`config.mk`:
```
export PLATFORM = sky130hd
export DESIGN_NAME = mem_port_arbiter
export DESIGN_NICKNAME = d
export VERILOG_FILES = /design/src/rtl/mem_port_arbiter.sv
export SDC_FILE = /design/constraint.sdc
export NUM_CORES = 1
export LEC_CHECK = 0
export CAP_MARGIN = 40
export CORE_ASPECT_RATIO = 1.5
export CORE_UTILIZATION = 42
export CTS_CLUSTER_SIZE = 16
export DETAILED_ROUTE_END_ITERATION = 10
export PLACE_DENSITY = 0.84
export SLEW_MARGIN = 5
export SYNTH_ARGS = -nofsm -noshare
export SYNTH_HDL_FRONTEND = slang
export SYNTH_SLANG_ARGS = --single-unit
```
`constraint.sdc`:
```
create_clock -name clk -period 1.9 [get_ports clk]
set_input_delay 0.19 -clock clk [delete_from_list [all_inputs] [get_ports clk]]
set_output_delay 0.19 -clock clk [all_outputs]
set_load 0.05 [all_outputs]
```
`src/rtl/mem_port_arbiter.sv`:
```
// mem_port_arbiter: shares one split 32-bit single-port RAM between the RV2T
// core and the on-chip debugger. One access is issued per clock. Read data
// comes back one clock later and is steered to the requester that issued it.
module mem_port_arbiter #(
  parameter int ADDR_BITS     = 14,
  parameter int XLEN          = 32,
  parameter int OCD_BURST_MAX = 4
) (
  input  logic                  clk,
  input  logic                  reset_n,
  input  logic                  sync_reset,
  input  logic                  core_req,
  input  logic [ADDR_BITS-1:0]  core_addr,
  input  logic [XLEN/8-1:0]     core_we,
  input  logic [XLEN-1:0]       core_wdata,
  output logic                  core_gnt,
  output logic                  core_rvalid,
  output logic [XLEN-1:0]       core_rdata,
  input  logic                  ocd_req,
  input  logic                  ocd_write,
  input  logic [ADDR_BITS-1:0]  ocd_addr,
  input  logic [XLEN-1:0]       ocd_wdata,
  output logic                  ocd_gnt,
  output logic                  ocd_rvalid,
  output logic [XLEN-1:0]       ocd_rdata,
  output logic [ADDR_BITS-1:0]  mem_addr,
  output logic [XLEN/8-1:0]     mem_write_en,
  output logic [XLEN-1:0]       mem_write_data,
  input  logic [XLEN-1:0]       mem_read_data
);

  // Owner of the read currently in flight through the RAM output register.
  typedef enum logic [1:0] {
    TAG_NONE = 2'd0,
    TAG_CORE = 2'd1,
    TAG_OCD  = 2'd2
  } tag_t;

  logic [3:0]           r_streak;
  tag_t                 r_tag_p1;
  logic [ADDR_BITS-1:0] r_last_addr;
  logic [XLEN-1:0]      r_core_rdata;
  logic [XLEN-1:0]      r_ocd_rdata;

  logic w_active;
  logic w_streak_full;
  logic w_core_wins;
  logic w_core_gnt;
  logic w_ocd_gnt;
  logic w_core_rd;
  logic w_ocd_rd;

  // Stage p0: request arbitration. OCD wins unless the core has been starved
  // for OCD_BURST_MAX consecutive OCD grants. Nothing is granted in reset.
  assign w_active      = reset_n & ~sync_reset;
  assign w_streak_full = (r_streak == 4'(OCD_BURST_MAX));
  assign w_core_wins   = core_req & (w_streak_full | ~ocd_req);
  assign w_core_gnt    = w_active & w_core_wins;
  assign w_ocd_gnt     = w_active & ocd_req & ~w_core_wins;
  assign w_core_rd     = w_core_gnt & (core_we == '0);
  assign w_ocd_rd      = w_ocd_gnt & ~ocd_write;

  assign core_gnt = w_core_gnt;
  assign ocd_gnt  = w_ocd_gnt;

  // RAM port mux: granted requester drives the port; idle keeps the last address.
  always_comb begin
    mem_addr       = r_last_addr;
    mem_write_en   = '0;
    mem_write_data = '0;
    if (!w_active) begin
      mem_addr = '0;
    end else if (w_core_gnt) begin
      mem_addr       = core_addr;
      mem_write_en   = core_we;
      mem_write_data = core_wdata;
    end else if (w_ocd_gnt) begin
      mem_addr       = ocd_addr;
      mem_write_en   = ocd_write ? '1 : '0;
      mem_write_data = ocd_wdata;
    end
  end

  // Stage p1: RAM read data is valid now; steer it to the tagged requester,
  // otherwise present the last value that requester received.
  assign core_rvalid = w_active & (r_tag_p1 == TAG_CORE);
  assign ocd_rvalid  = w_active & (r_tag_p1 == TAG_OCD);
  assign core_rdata  = core_rvalid ? mem_read_data : r_core_rdata;
  assign ocd_rdata   = ocd_rvalid  ? mem_read_data : r_ocd_rdata;

  // Arbitration state, read tag and held read data; both resets clear everything.
  always_ff @(posedge clk or negedge reset_n) begin
    if (!reset_n) begin
      r_streak     <= '0;
      r_tag_p1     <= TAG_NONE;
      r_last_addr  <= '0;
      r_core_rdata <= '0;
      r_ocd_rdata  <= '0;
    end else if (sync_reset) begin
      r_streak     <= '0;
      r_tag_p1     <= TAG_NONE;
      r_last_addr  <= '0;
      r_core_rdata <= '0;
      r_ocd_rdata  <= '0;
    end else begin
      if (!core_req || w_core_gnt) begin
        r_streak <= '0;
      end else if (w_ocd_gnt && !w_streak_full) begin
        r_streak <= r_streak + 4'd1;
      end

      if (w_core_rd) begin
        r_tag_p1 <= TAG_CORE;
      end else if (w_ocd_rd) begin
        r_tag_p1 <= TAG_OCD;
      end else begin
        r_tag_p1 <= TAG_NONE;
      end

      if (w_core_gnt || w_ocd_gnt) begin
        r_last_addr <= mem_addr;
      end

      if (r_tag_p1 == TAG_CORE) begin
        r_core_rdata <= mem_read_data;
      end
      if (r_tag_p1 == TAG_OCD) begin
        r_ocd_rdata <= mem_read_data;
      end
    end
  end

  // The RAM port can only carry one access per clock.
  a_single_grant: assert property (@(posedge clk) disable iff (!reset_n)
    !(core_gnt && ocd_gnt));

endmodule
```
# --- Yosys cells after proc, flatten, opt, wreduce, memory -nomap -nowiden ---
# Index checks and enable logic that the tools add are counted.
# W data, S select, Z words.
word_totals:
  ff_bits: 84
  latch_bits: 0
  mem_bits_rw: 0
  rom_bits: 0
  inputBits: 134
  word_cells: 57
  mem_count: 0
classes:
  n_addsub: 1
  mul: 0
  div_mod_pow: 0
  magnitude_cmp: 0
  eq_ne: 3
  shift: 0
  muxes: 24
  bitwise: 14
  n_reduce_logical: 10
ops:
  columns: ["cell", "count"]
  rows:
  - ["$mux W32", 9]
  - ["$mux W14", 5]
  - ["$mux W4", 7]
  - ["$and A1 B1 Y1", 9]
  - ["$mux W2", 3]
  - ["$reduce_bool A2 Y1", 3]
  - ["$add A4 B1 Y4 const B", 1]
  - ["$eq A4 B3 Y1 const B", 1]
  - ["$logic_not A4 Y1", 1]
  - ["$not A1 Y1", 4]
  - ["$reduce_bool A3 Y1", 1]
  - ["$eq A2 B1 Y1 const B", 1]
  - ["$eq A2 B2 Y1 const B", 1]
  - ["$logic_not A1 Y1", 2]
  - ["$logic_or A1 B1 Y1", 2]
  - ["$logic_and A1 B1 Y1", 1]
  - ["$or A1 B1 Y1", 1]

# --- Longest topological paths before layout ---
logic_depth:
  ltp_word: 10
  ltp_mapped: 7
  depth_no_buf: 5

# --- Least setup slack after synthesis ---
# OpenSTA, ideal clock, no wires.
synth_path:
  path_kind: "flip-flop to output port"
  startpoint: "register r_streak[0]"
  endpoint: "output port mem_write_data[15]"
  arrival_time_ns: 2.119
  path_slack_ns: -0.409
  path_stages_with_launch: 8
  path_cell_list: "dfrtp_1 inv_1 ha_1 nand4b_1 buf_2 buf_1 nand3_1 a21oi_1"
synth_via:
  elab_chain_cells: 8
synth_rtl:
  columns: ["item", "line", "source"]
  rows:
  - ["start: declaration", "39", "logic [3:0] r_streak;"]
  - ["start signal: assignment", "109", "r_streak <= r_streak + 4'd1;"]
  - ["$eq A4 B3 Y1 (*)", "56", "assign w_streak_full = (r_streak == 4'(OCD_BURST_MAX));"]
  - ["$or A1 B1 Y1 (*)", "57", "assign w_core_wins = core_req & (w_streak_full | ~ocd_req);"]
  - ["$and A1 B1 Y1 (*)", "57", null]
  - ["$not A1 Y1", "59", "assign w_ocd_gnt = w_active & ocd_req & ~w_core_wins;"]
  - ["$and A1 B1 Y1", "59", null]
  - ["$mux W32", "77", "end else if (w_ocd_gnt) begin"]
  - ["$mux W32 (*)", "73", "end else if (w_core_gnt) begin"]
  - ["$mux W32 (*)", "71", "if (!w_active) begin"]
  - ["end: declaration", "28", "output logic [XLEN-1:0] mem_write_data,"]
# Mark *: on every way between the ends. The rest lies on a longest branch, timed or not.

# --- Worst setup path in the final report ---
layout_path:
  startpoint: "register r_streak[0]"
  endpoint: "output port mem_write_data[27]"
# The elaborated chain is that of the path after synthesis.

==> reports/results.txt <==
status = finished with violations
failing checks = setup timing
Register Area = 2102 um2
r2r endpoint = r_last_addr[5]
pre-CTS setup slack = -0.1361 ns
CP max FO = 8
GRT overflow = 0
wire per inst = 25.16 um
synth cell count leaders = 84 x dfrtp_1, 64 x a22o_1, 63 x mux2_2, 55 x a21oi_1, 36 x o211ai_1
Pwr Total = 4.936 mW
DP Wirelength = 13.72 mm
worst rel slew slack = 43.69%
period utilization = 116.7%
vias in the first global route = 6281
Pins Over Slew Limit = 0
Mapped Area = 5251 um2
area grow syn2layout = 92.78%
#FFs+latches synth = 84
Die Y = 138.9 um
Worst Setup EP = mem_write_data[27]
Num CTS Buffers = 9
kind of critical path = reg -> out
PwrDens = 487.6 nW/um2
via density per instance = 6.412
Synth Warn # = 0
CP Capture Type = output pin
# H-tree levels = 3
worst setup path start = r_streak[0]
RR Startpoint = r_streak[0]
Synth Flop Type = dfrtp_1
final setup TNS = -17.34 ns
Cells after Synth = 521
clk buf depth = 2
DRC = 0
Setup Skew = 0.01122 ns
final hold vios = 0
first-pass GRT wire length = 35.89 mm
layout cell share with drive strength beyond 1 = 41.72%
input/output buffers = 251
fmax = 0.4511 GHz
clock sink total = 84
Clock Latency Late Sink = 0.34 ns
r2r worst-path depth = 8
startpoint types = flip-flop
row count = 49
Total GRT Usage = 36.04%
Final Setup Violations = 110
Async S/R FF share, synth = 100.0%
DRT antenna net count = 0
CTS tree = yes
top cell type by total area after synthesis = dfrtp_1
final wirelength = 23.78 mm
synthesized area per cell = 10.08 um2
sequential area share after synthesis = 40.03%
DR vias = 6059
crit path DAT = 2.03 ns
number of synthesized flops with an enable pin = 0
Worst VDD drop = 0.4684 mV
root buffer cell = clkbuf_16
IO Pins = 252
area occupied by multi-input gates = 3597 um2
DR iter-0 viols = 399
Register-to-Register Setup Slack = 0.05 ns
drt first pass iters = 5
static leakage = 4.277 nW
max-cap violation count = 0
Req. time, crit path = 1.71 ns
largest net degree at the start of global routing = 70
minimum clock period = 2.217 ns
count leader, synth = dfrtp_1
fin worst setup slack = -0.3169 ns
hold crit path type = in -> async
core footprint = 12080 um2
worst-margin pin slew = 0.8447 ns
RePlAce Congestion = 0.8374
Synth top area share = 40.03%
die span in x = 93.30 um
NumNets Final = 922
Clk pin slew, worst setup/hold paths = 0.07 ns
Synth Net Count = 657
fillcell total = 570
RSZ-0062 raised after global routing = yes
Starting Density = 43.48%
Die ar. = 12960 um2
top cells by area, synth = dfrtp_1 40%, mux2_2 14%, a22o_1 11%, a21oi_1 5.2%, o211ai_1 5.1%
post-synth cell types = 32
initial antenna violation count = 4
==> through the flow <==
stage | std cells | util, % | hold slack [ns] | instance area [um2]
floorplan | 521 | - | -0.1056 | 5597
global placement | 901 | 68.86 | 0.2345 | 8317
detailed placement | 902 | 68.98 | 0.2408 | 8332
CTS | 944 | 82.92 | 0.2990 | 10010
global route | 944 | 83.80 | 0.3547 | 10120
finish | 945 | 83.82 | 0.3044 | 10120
==> cells in the final DEF, fill, tap and decap left out, drive strengths merged, types with 17 or more instances in the layout <==
| master | count |
|---|---|
| inv | 22 |
| nand3 | 34 |
| buf | 179 |
| nand2 | 17 |
| clkdlybuf4s50 | 130 |
| dfrtp | 84 |
| mux2 | 64 |
| a22o | 64 |
| o211ai | 36 |
| a21oi | 55 |
==> worst min-delay path by stage <==
stage / from / to / slack (ns) / cells after the start
final: reset_n / r_core_rdata[31] / 0.30 / 3
after global routing: reset_n / r_streak[0] / 0.35 / 4
after global placement: reset_n / r_streak[0] / 0.23 / 2
after floorplan: reset_n / r_core_rdata[0] / -0.11 / 0
after detailed placement: reset_n / r_streak[0] / 0.24 / 2
after CTS: reset_n / r_ocd_rdata[4] / 0.30 / 3
==> layout make-up <==
class                   instances  area share [%]
clock inverters                 6          0.5562
repair buffers                314           38.26
clock buffers                  10           2.262
well taps                     153           1.891
multi-input cells             358           35.53
flip-flops and latches         84           20.76
diodes                          1         0.02472
inverters                      19          0.7045
==> kinds of logic after synthesis <==
logic type                 synth area share, %
AOI/OAI and AO/OA                        26.71
muxes                                    16.39
buffers and inverters                    6.743
adders and majority gates               0.4765
and+or+nand+nor                          9.650
DFF                                      40.03
==> power breakdown <==
group	internal, mW	leakage, nW	switching [mW]
Clock	0.915	0.137	0.785
Sequential	1.82	1.16	0.0237
Combinational	0.635	2.98	0.754
==> worst max-delay path, stage by stage (launching register included) <==
cell,delay [ns]
dfrtp_1,0.38
inv_1,0.07
ha_2,0.20
and3b_4,0.32
buf_12,0.15
o211ai_1,0.16
a21oi_4,0.23
buf_8,0.17
==> registers in the layout, indices dropped and copies added, names as in the netlist <==
signal        flops
r_core_rdata     32
r_last_addr      14
r_streak          4
r_ocd_rdata      32
r_tag_p1          2
==> layer usage <==
layer / wire length [um] / up-vias / track usage, %
li1: - / 2549 / -
met1: 8415 / 3003 / 40.95
met2: 12400 / 425 / 63.31
met3: 2016 / 76 / 8.607
met4: 908 / 6 / 15.47
met5: 40 / - / 0
==> repair_timing <==
item / CTS / global route
pin swaps: 10 / 15
setup buffers: 18 / 6
gates resized for setup: 260 / 37
endpoints found under the setup margin: 116 / 117
hold buffers: 1 / 0
cloned: 9 / 2
hold endpoints to repair: 18 / 0
(Power assumes the default switching activity.)
